==> config.mk <==
export PLATFORM = sky130hd
export DESIGN_NAME = grid_scan_reader
export DESIGN_NICKNAME = d
export VERILOG_FILES = /design/src/rtl/grid_scan_reader.sv
export SDC_FILE = /design/constraint.sdc
export NUM_CORES = 1
export LEC_CHECK = 0
export CORE_UTILIZATION = 35
export CTS_BUF_LIST = sky130_fd_sc_hd__clkbuf_8 sky130_fd_sc_hd__clkbuf_16
export CTS_CLUSTER_SIZE = 8
export DETAILED_ROUTE_END_ITERATION = 6
export HOLD_SLACK_MARGIN = 0.08
export SETUP_SLACK_MARGIN = 0.05
export SLEW_MARGIN = 20
export SYNTH_ARGS = -nofsm -noshare
export SYNTH_HDL_FRONTEND = slang
export SYNTH_SLANG_ARGS = --single-unit
==> constraint.sdc <==
create_clock -name clock -period 3 [get_ports clock]
set_input_delay 0.6 -clock clock [delete_from_list [all_inputs] [get_ports clock]]
set_output_delay 0.6 -clock clock [all_outputs]
set_load 0.1 [all_outputs]
==> src/rtl/grid_scan_reader.sv <==
// -----------------------------------------------------------------------------
// grid_scan_reader
//
// Read-side scanner for the player grid register bank. A start pulse takes a
// snapshot of the eight wall/location coordinate vectors. The block then
// streams every cell (x,y) in row-major order, x fastest, as a classified
// 3-bit cell code over a valid/ready handshake. Crash flags for each player
// are accumulated over the scan. A one-cycle done pulse follows the last
// transfer.
//
// Configuration macro:
//   SKIP_EMPTY_EN  When defined, empty (code 0) cells are never presented.
//                  The scanner steps over them internally at one cell per
//                  cycle with out_valid low.
//
// Parameters:
//   gridWidth   number of columns (width of every *_x vector)
//   gridHeight  number of rows    (width of every *_y vector)
//
// Ports:
//   clock               single clock; all state changes on posedge
//   reset               synchronous, active-high
//   start               one-cycle scan request; ignored unless idle
//   wall_p1_x/_y        P1 wall column/row vectors
//   wall_p2_x/_y        P2 wall column/row vectors
//   LOC_p1_x/_y         P1 head column/row vectors
//   LOC_p2_x/_y         P2 head column/row vectors
//   busy                high while scanning
//   out_valid           cell_x/cell_y/cell_code carry a cell
//   out_ready           consumer accepts the presented cell this cycle
//   cell_x, cell_y      coordinates of the current cell
//   cell_code           0 empty, 1 P1 wall, 2 P2 wall, 3 P1 head,
//                       4 P2 head, 5 head-on
//   done                one-cycle pulse after the final cell
//   crash_p1, crash_p2  per-player crash result of the last scan
// -----------------------------------------------------------------------------
module grid_scan_reader #(
  parameter  int gridWidth  = 32,
  parameter  int gridHeight = 32,
  localparam int XW         = $clog2(gridWidth),
  localparam int YW         = $clog2(gridHeight)
) (
  input  logic                  clock,
  input  logic                  reset,
  input  logic                  start,
  input  logic [gridWidth-1:0]  wall_p1_x,
  input  logic [gridWidth-1:0]  wall_p2_x,
  input  logic [gridWidth-1:0]  LOC_p1_x,
  input  logic [gridWidth-1:0]  LOC_p2_x,
  input  logic [gridHeight-1:0] wall_p1_y,
  input  logic [gridHeight-1:0] wall_p2_y,
  input  logic [gridHeight-1:0] LOC_p1_y,
  input  logic [gridHeight-1:0] LOC_p2_y,
  output logic                  busy,
  output logic                  out_valid,
  input  logic                  out_ready,
  output logic [XW-1:0]         cell_x,
  output logic [YW-1:0]         cell_y,
  output logic [2:0]            cell_code,
  output logic                  done,
  output logic                  crash_p1,
  output logic                  crash_p2
);

  typedef enum logic [1:0] {
    ST_IDLE = 2'd0,
    ST_SCAN = 2'd1,
    ST_DONE = 2'd2
  } state_e;

  typedef enum logic [2:0] {
    CODE_EMPTY   = 3'd0,
    CODE_P1_WALL = 3'd1,
    CODE_P2_WALL = 3'd2,
    CODE_P1_HEAD = 3'd3,
    CODE_P2_HEAD = 3'd4,
    CODE_HEAD_ON = 3'd5
  } cell_code_e;

  // Frozen copy of the coordinate vectors, taken when a scan is accepted.
  typedef struct packed {
    logic [gridWidth-1:0]  w1x;
    logic [gridWidth-1:0]  w2x;
    logic [gridWidth-1:0]  h1x;
    logic [gridWidth-1:0]  h2x;
    logic [gridHeight-1:0] w1y;
    logic [gridHeight-1:0] w2y;
    logic [gridHeight-1:0] h1y;
    logic [gridHeight-1:0] h2y;
  } snap_t;

  localparam logic [XW-1:0] LastX = XW'(gridWidth - 1);
  localparam logic [YW-1:0] LastY = YW'(gridHeight - 1);

  state_e        state_q, state_d;
  snap_t         snap_q, snap_d;
  logic [XW-1:0] x_q, x_d;
  logic [YW-1:0] y_q, y_d;
  logic          crash_p1_q, crash_p1_d;
  logic          crash_p2_q, crash_p2_d;

  // Classification of the current cell, always from the snapshot.
  logic       w1, w2, h1, h2;
  cell_code_e code;
  logic       crash1_hit, crash2_hit;

  always_comb begin
    w1 = snap_q.w1x[x_q] & snap_q.w1y[y_q];
    w2 = snap_q.w2x[x_q] & snap_q.w2y[y_q];
    h1 = snap_q.h1x[x_q] & snap_q.h1y[y_q];
    h2 = snap_q.h2x[x_q] & snap_q.h2y[y_q];

    if (h1 && h2)  code = CODE_HEAD_ON;
    else if (h1)   code = CODE_P1_HEAD;
    else if (h2)   code = CODE_P2_HEAD;
    else if (w1)   code = CODE_P1_WALL;
    else if (w2)   code = CODE_P2_WALL;
    else           code = CODE_EMPTY;

    crash1_hit = h1 & (w1 | w2 | h2);
    crash2_hit = h2 & (w1 | w2 | h1);
  end

  // Next-state and output logic.
  logic present;  // current cell is offered to the consumer
  logic xfer;     // handshake completes this cycle
  logic advance;  // step to the next cell this cycle

  always_comb begin
    // NOTE: every signal gets a default first so no path leaves one unassigned
    // and no latch is inferred.
    state_d    = state_q;
    snap_d     = snap_q;
    x_d        = x_q;
    y_d        = y_q;
    crash_p1_d = crash_p1_q;
    crash_p2_d = crash_p2_q;
    present    = 1'b0;
    xfer       = 1'b0;
    advance    = 1'b0;
    busy       = 1'b0;
    out_valid  = 1'b0;
    done       = 1'b0;
    cell_code  = CODE_EMPTY;

    case (state_q)
      ST_IDLE: begin
        if (start) begin
          state_d    = ST_SCAN;
          snap_d     = '{w1x: wall_p1_x, w2x: wall_p2_x,
                         h1x: LOC_p1_x,  h2x: LOC_p2_x,
                         w1y: wall_p1_y, w2y: wall_p2_y,
                         h1y: LOC_p1_y,  h2y: LOC_p2_y};
          x_d        = '0;
          y_d        = '0;
          crash_p1_d = 1'b0;
          crash_p2_d = 1'b0;
        end
      end

      ST_SCAN: begin
        busy = 1'b1;
`ifdef SKIP_EMPTY_EN
        present = (code != CODE_EMPTY);
`else
        present = 1'b1;
`endif
        out_valid = present;
        cell_code = code;
        xfer      = present & out_ready;
        // Hidden empty cells need no consumer acceptance to be stepped over.
        advance   = xfer | ~present;

        if (xfer) begin
          crash_p1_d = crash_p1_q | crash1_hit;
          crash_p2_d = crash_p2_q | crash2_hit;
        end

        // Explicit end-of-row/end-of-grid compares keep non-power-of-2
        // sizes correct without relying on counter overflow.
        if (advance) begin
          if (x_q == LastX) begin
            x_d = '0;
            if (y_q == LastY) begin
              y_d     = '0;
              state_d = ST_DONE;
            end else begin
              y_d = y_q + YW'(1);
            end
          end else begin
            x_d = x_q + XW'(1);
          end
        end
      end

      ST_DONE: begin
        done    = 1'b1;
        state_d = ST_IDLE;
      end

      default: state_d = ST_IDLE;
    endcase
  end

  // State registers.
  always_ff @(posedge clock) begin
    // NOTE: non-blocking assignments so every register samples pre-edge values.
    if (reset) begin
      state_q    <= ST_IDLE;
      // NOTE: the snapshot is cleared on reset so cell_code is defined from reset.
      snap_q     <= '0;
      x_q        <= '0;
      y_q        <= '0;
      crash_p1_q <= 1'b0;
      crash_p2_q <= 1'b0;
    end else begin
      state_q    <= state_d;
      snap_q     <= snap_d;
      x_q        <= x_d;
      y_q        <= y_d;
      crash_p1_q <= crash_p1_d;
      crash_p2_q <= crash_p2_d;
    end
  end

  assign cell_x   = x_q;
  assign cell_y   = y_q;
  assign crash_p1 = crash_p1_q;
  assign crash_p2 = crash_p2_q;

endmodule

==> out/results.txt <==
Cell taking the most area after synthesis - dfxtp_1
Skew-Pair Late Insertion Delay - 0.51 ns
First-pass GRT wire length - 53800 um
Commonest cells post-synth - 538 x nand2_1, 270 x dfxtp_1, 269 x a21oi_1
Crit end category - primary output
Setup slack after layout - -0.328 ns
Root Driver - clkbuf_16
Via density - 5.03
Post-synthesis mux area share - 0.138
Async SR Flop Fraction - 0
Post-route cell area - 16100 um^2
Antenna Cells - 0
EDFF count, synth - 0
Largest delay share family, worst path - simple AND/OR/NAND/NOR gates
Maxcap violations - 0
Total core area - 32700 um^2
Netlist cell types - 52
Synth top area share - 0.462
Via count - 10.5k
Post-Syn Instances - 1379
Die Footprint - 34200 um^2
Yosys reg bits - 270
Synth Cell Area - 11700 um^2
Maximum vdd ir drop - 0.000332 V
P_leak - 5.92 nW
Initial Util - 0.358
Pin count of the biggest net entering global routing - 165
Number of global-route vias before repair - 10.2k
Synth Area in XOR/XNOR - 0.00225
WS Path Type - flip-flop to primary output
Htree depth - 2
DP HPWL - 24400 um
Clk buf depth - 3
Failing checks - negative setup slack
Max Fclk - 301 MHz
Clock Skews - 0.0120 ns
Worst-path fanout max - 6
Simple-gate share of the synthesized area - 0.201
Worst Path Required - 2.40 ns
Layout fillers - 3145
CP dominant cell by count - buf_12
Worst path cell trace - buf_4 > buf_12 > mux4_2 > nand3_1 > o21ai_1 > or3_4 > nand3_4 > nand2_2 > a21oi_4 > buf_12
Yosys warnings - 0
Setup-failing EPs final - 3
Crit-path slowest cell - mux4_2
Routed Antenna Nets - 0
# port buffers - 277
Area share of fa/ha/maj cells after synthesis - 0.00428
Die Y-Extent - 185 um
Area taken by multi-input logic gates - 5790 um^2
Startpoint types - flip-flop
Critical Path AT - 2.73 ns
Residual DRC count - 0
Min Tclk post-route - 3.33 ns
Total track usage - 0.201
Sequential area share after synthesis - 0.462
Sum of buffers and inverters on the critical path - 3
Clock Sinks - 270
GR Overflow Total - 0
Sequential Area - 5430 um^2
Synth-to-layout area growth - 38.0%
Cell Pwr Density - 552 nW/um^2
# nets final - 1899
Final WL - 35100 um
Clock buffer count from CTS - 39
Die X - 185 um
Worst slew margin - 0.480
Clk pin slew, worst setup/hold paths - 0.05 ns
Syn Nets - 1643
Status - complete, but fails checks
Slew Limit Fails - 0
Ys flop type - dfxtp_1
Unrepaired setup endpoints after global routing - true
Per-cell routed wire length - 16.8 um
Largest family of logic cells by synthesized area - simple AND/OR/NAND/NOR gates
Mean Syn Cell Area - 8.48 um^2
I/O pin count - 278
CTS tree - done
Crit-path max cell delay - 0.50 ns
Final setup TNS - -0.899 ns
Initial antenna violation count - 1
Share of cells above drive strength 1 - 0.120
Post-placement cell area - 14800 um^2
Slew @ Worst Pin - 0.781 ns
Top-count cell post-synth - nand2_1
Initial drt markers - 568
Cell row count - 66
Post-synthesis compound-gate area fraction - 0.141
Fin. Hold Viols - 0
Routability cong. - 0.849
Worst Hold Class - flip-flop to flip-flop
Final period util - 1.11
1st-pass router iterations - 5
Top cells by area, synth - dfxtp_1 46%, nand2_1 17%, a21oi_1 12%, mux4_2 8.1%, mux4_1 4.0%
[power breakdown]
part | total (mW) | leakage (nW) | switching, mW | internal (mW)
combinational | 1.14 | 3.17 | 0.541 | 0.602
sequential | 3.91 | 2.22 | 0.119 | 3.79
clock | 3.85 | 0.528 | 1.49 | 2.37
total | 8.91 | 5.92 | 2.15 | 6.76
[what timing repair did]
item / CTS / global route
pin swaps: 2 / 2
hold buffers: 0 / 0
hold endpoints to repair: 0 / 0
setup endpoints to repair: 3 / 3
setup buffers: 21 / 4
resized for setup: 13 / 13
[through the flow]
step                 util  instances  hold slack, ns  setup slack (ns)  total power, mW
finish              0.494       2082           0.449            -0.328             8.91
global route        0.494       2082           0.465            -0.423             9.26
CTS                 0.492       2078           0.453            -0.377             8.99
detailed placement  0.453       2011           0.446            0.0301             5.09
global placement    0.453       2011           0.438            0.0984             5.08
floorplan               -       1379           0.431            -0.148             4.54
[tightest hold or removal path, delay by kind of cell, from the launching register on]
kind             cells  cell delay (ns)
AND/OR/NAND/NOR      1             0.05
AO/OA/AOI/OAI        1             0.05
flip-flops           1             0.30
[kinds of logic after synthesis]
| kind of cell | after synthesis |
|---|---|
| adder cells (fa/ha/maj) | 4 |
| flip-flops | 270 |
| AND/OR/NAND/NOR | 599 |
| multiplexers | 79 |
| XOR/XNOR | 3 |
| AO/OA/AOI/OAI | 307 |
| buffers and inverters | 117 |
[layout make-up]
| cell class | count | area share |
|---|---|---|
| Clock buffer | 41 | 0.0628 |
| Clock inverter | 5 | 0.00225 |
| Inverter | 4 | 0.000930 |
| Multi-Input combinational cell | 992 | 0.358 |
| Sequential cell | 270 | 0.336 |
| Tap cell | 442 | 0.0342 |
| Timing Repair Buffer | 328 | 0.205 |
[final timing paths]
| kind | from | end | slack, ns | depth (start not counted) |
|---|---|---|---|---|
| max | cell_y[0]$_SDFFE_PP0P_ | cell_code[0] | -0.33 | 10 |
| max reg2reg | cell_x[0]$_SDFFE_PP0P_ | crash_p1$_SDFFE_PP0P_ | 0.56 | 8 |
| min reg2reg | snap_q[191]$_SDFFE_PP0P_ | snap_q[191]$_SDFFE_PP0P_ | 0.45 | 2 |
| min | snap_q[191]$_SDFFE_PP0P_ | snap_q[191]$_SDFFE_PP0P_ | 0.45 | 2 |
[layer usage]
layer	vias to the layer above	share of wire	GRT usage
met5	-	0.00031	0
met4	2	0.027	0.0714
met3	62	0.058	0.0340
met2	302	0.46	0.326
met1	4932	0.45	0.270
li1	5166	-	-
[layout by cell type, fill, tap and decap left out, types with 3 or more instances in the layout]
cell,instances
nor2b_1,5
a21oi_1,267
a22oi_1,3
o21ai_1,4
dfxtp_1,261
nand4_1,3
nand2_1,535
nor3_1,6
dfxtp_4,5
mux4_1,15
a221oi_2,3
clkbuf_16,40
buf_6,4
and3_1,3
buf_8,3
a31oi_1,5
mux2i_1,18
a22o_1,3
mux4_2,45
buf_4,49
nand3_1,8
clkdlybuf4s50_1,258
nor2_1,19
inv_1,5
buf_12,13
dfxtp_2,4
ha_1,4
[flip-flops by register name, summed over array words and instances, names as in the netlist]
signal,cells
crash_p1,1
crash_p2,1
cell_y,5
cell_x,5
state_q,2
snap_q,256
No activity file was read; power rests on OpenSTA's default activity.
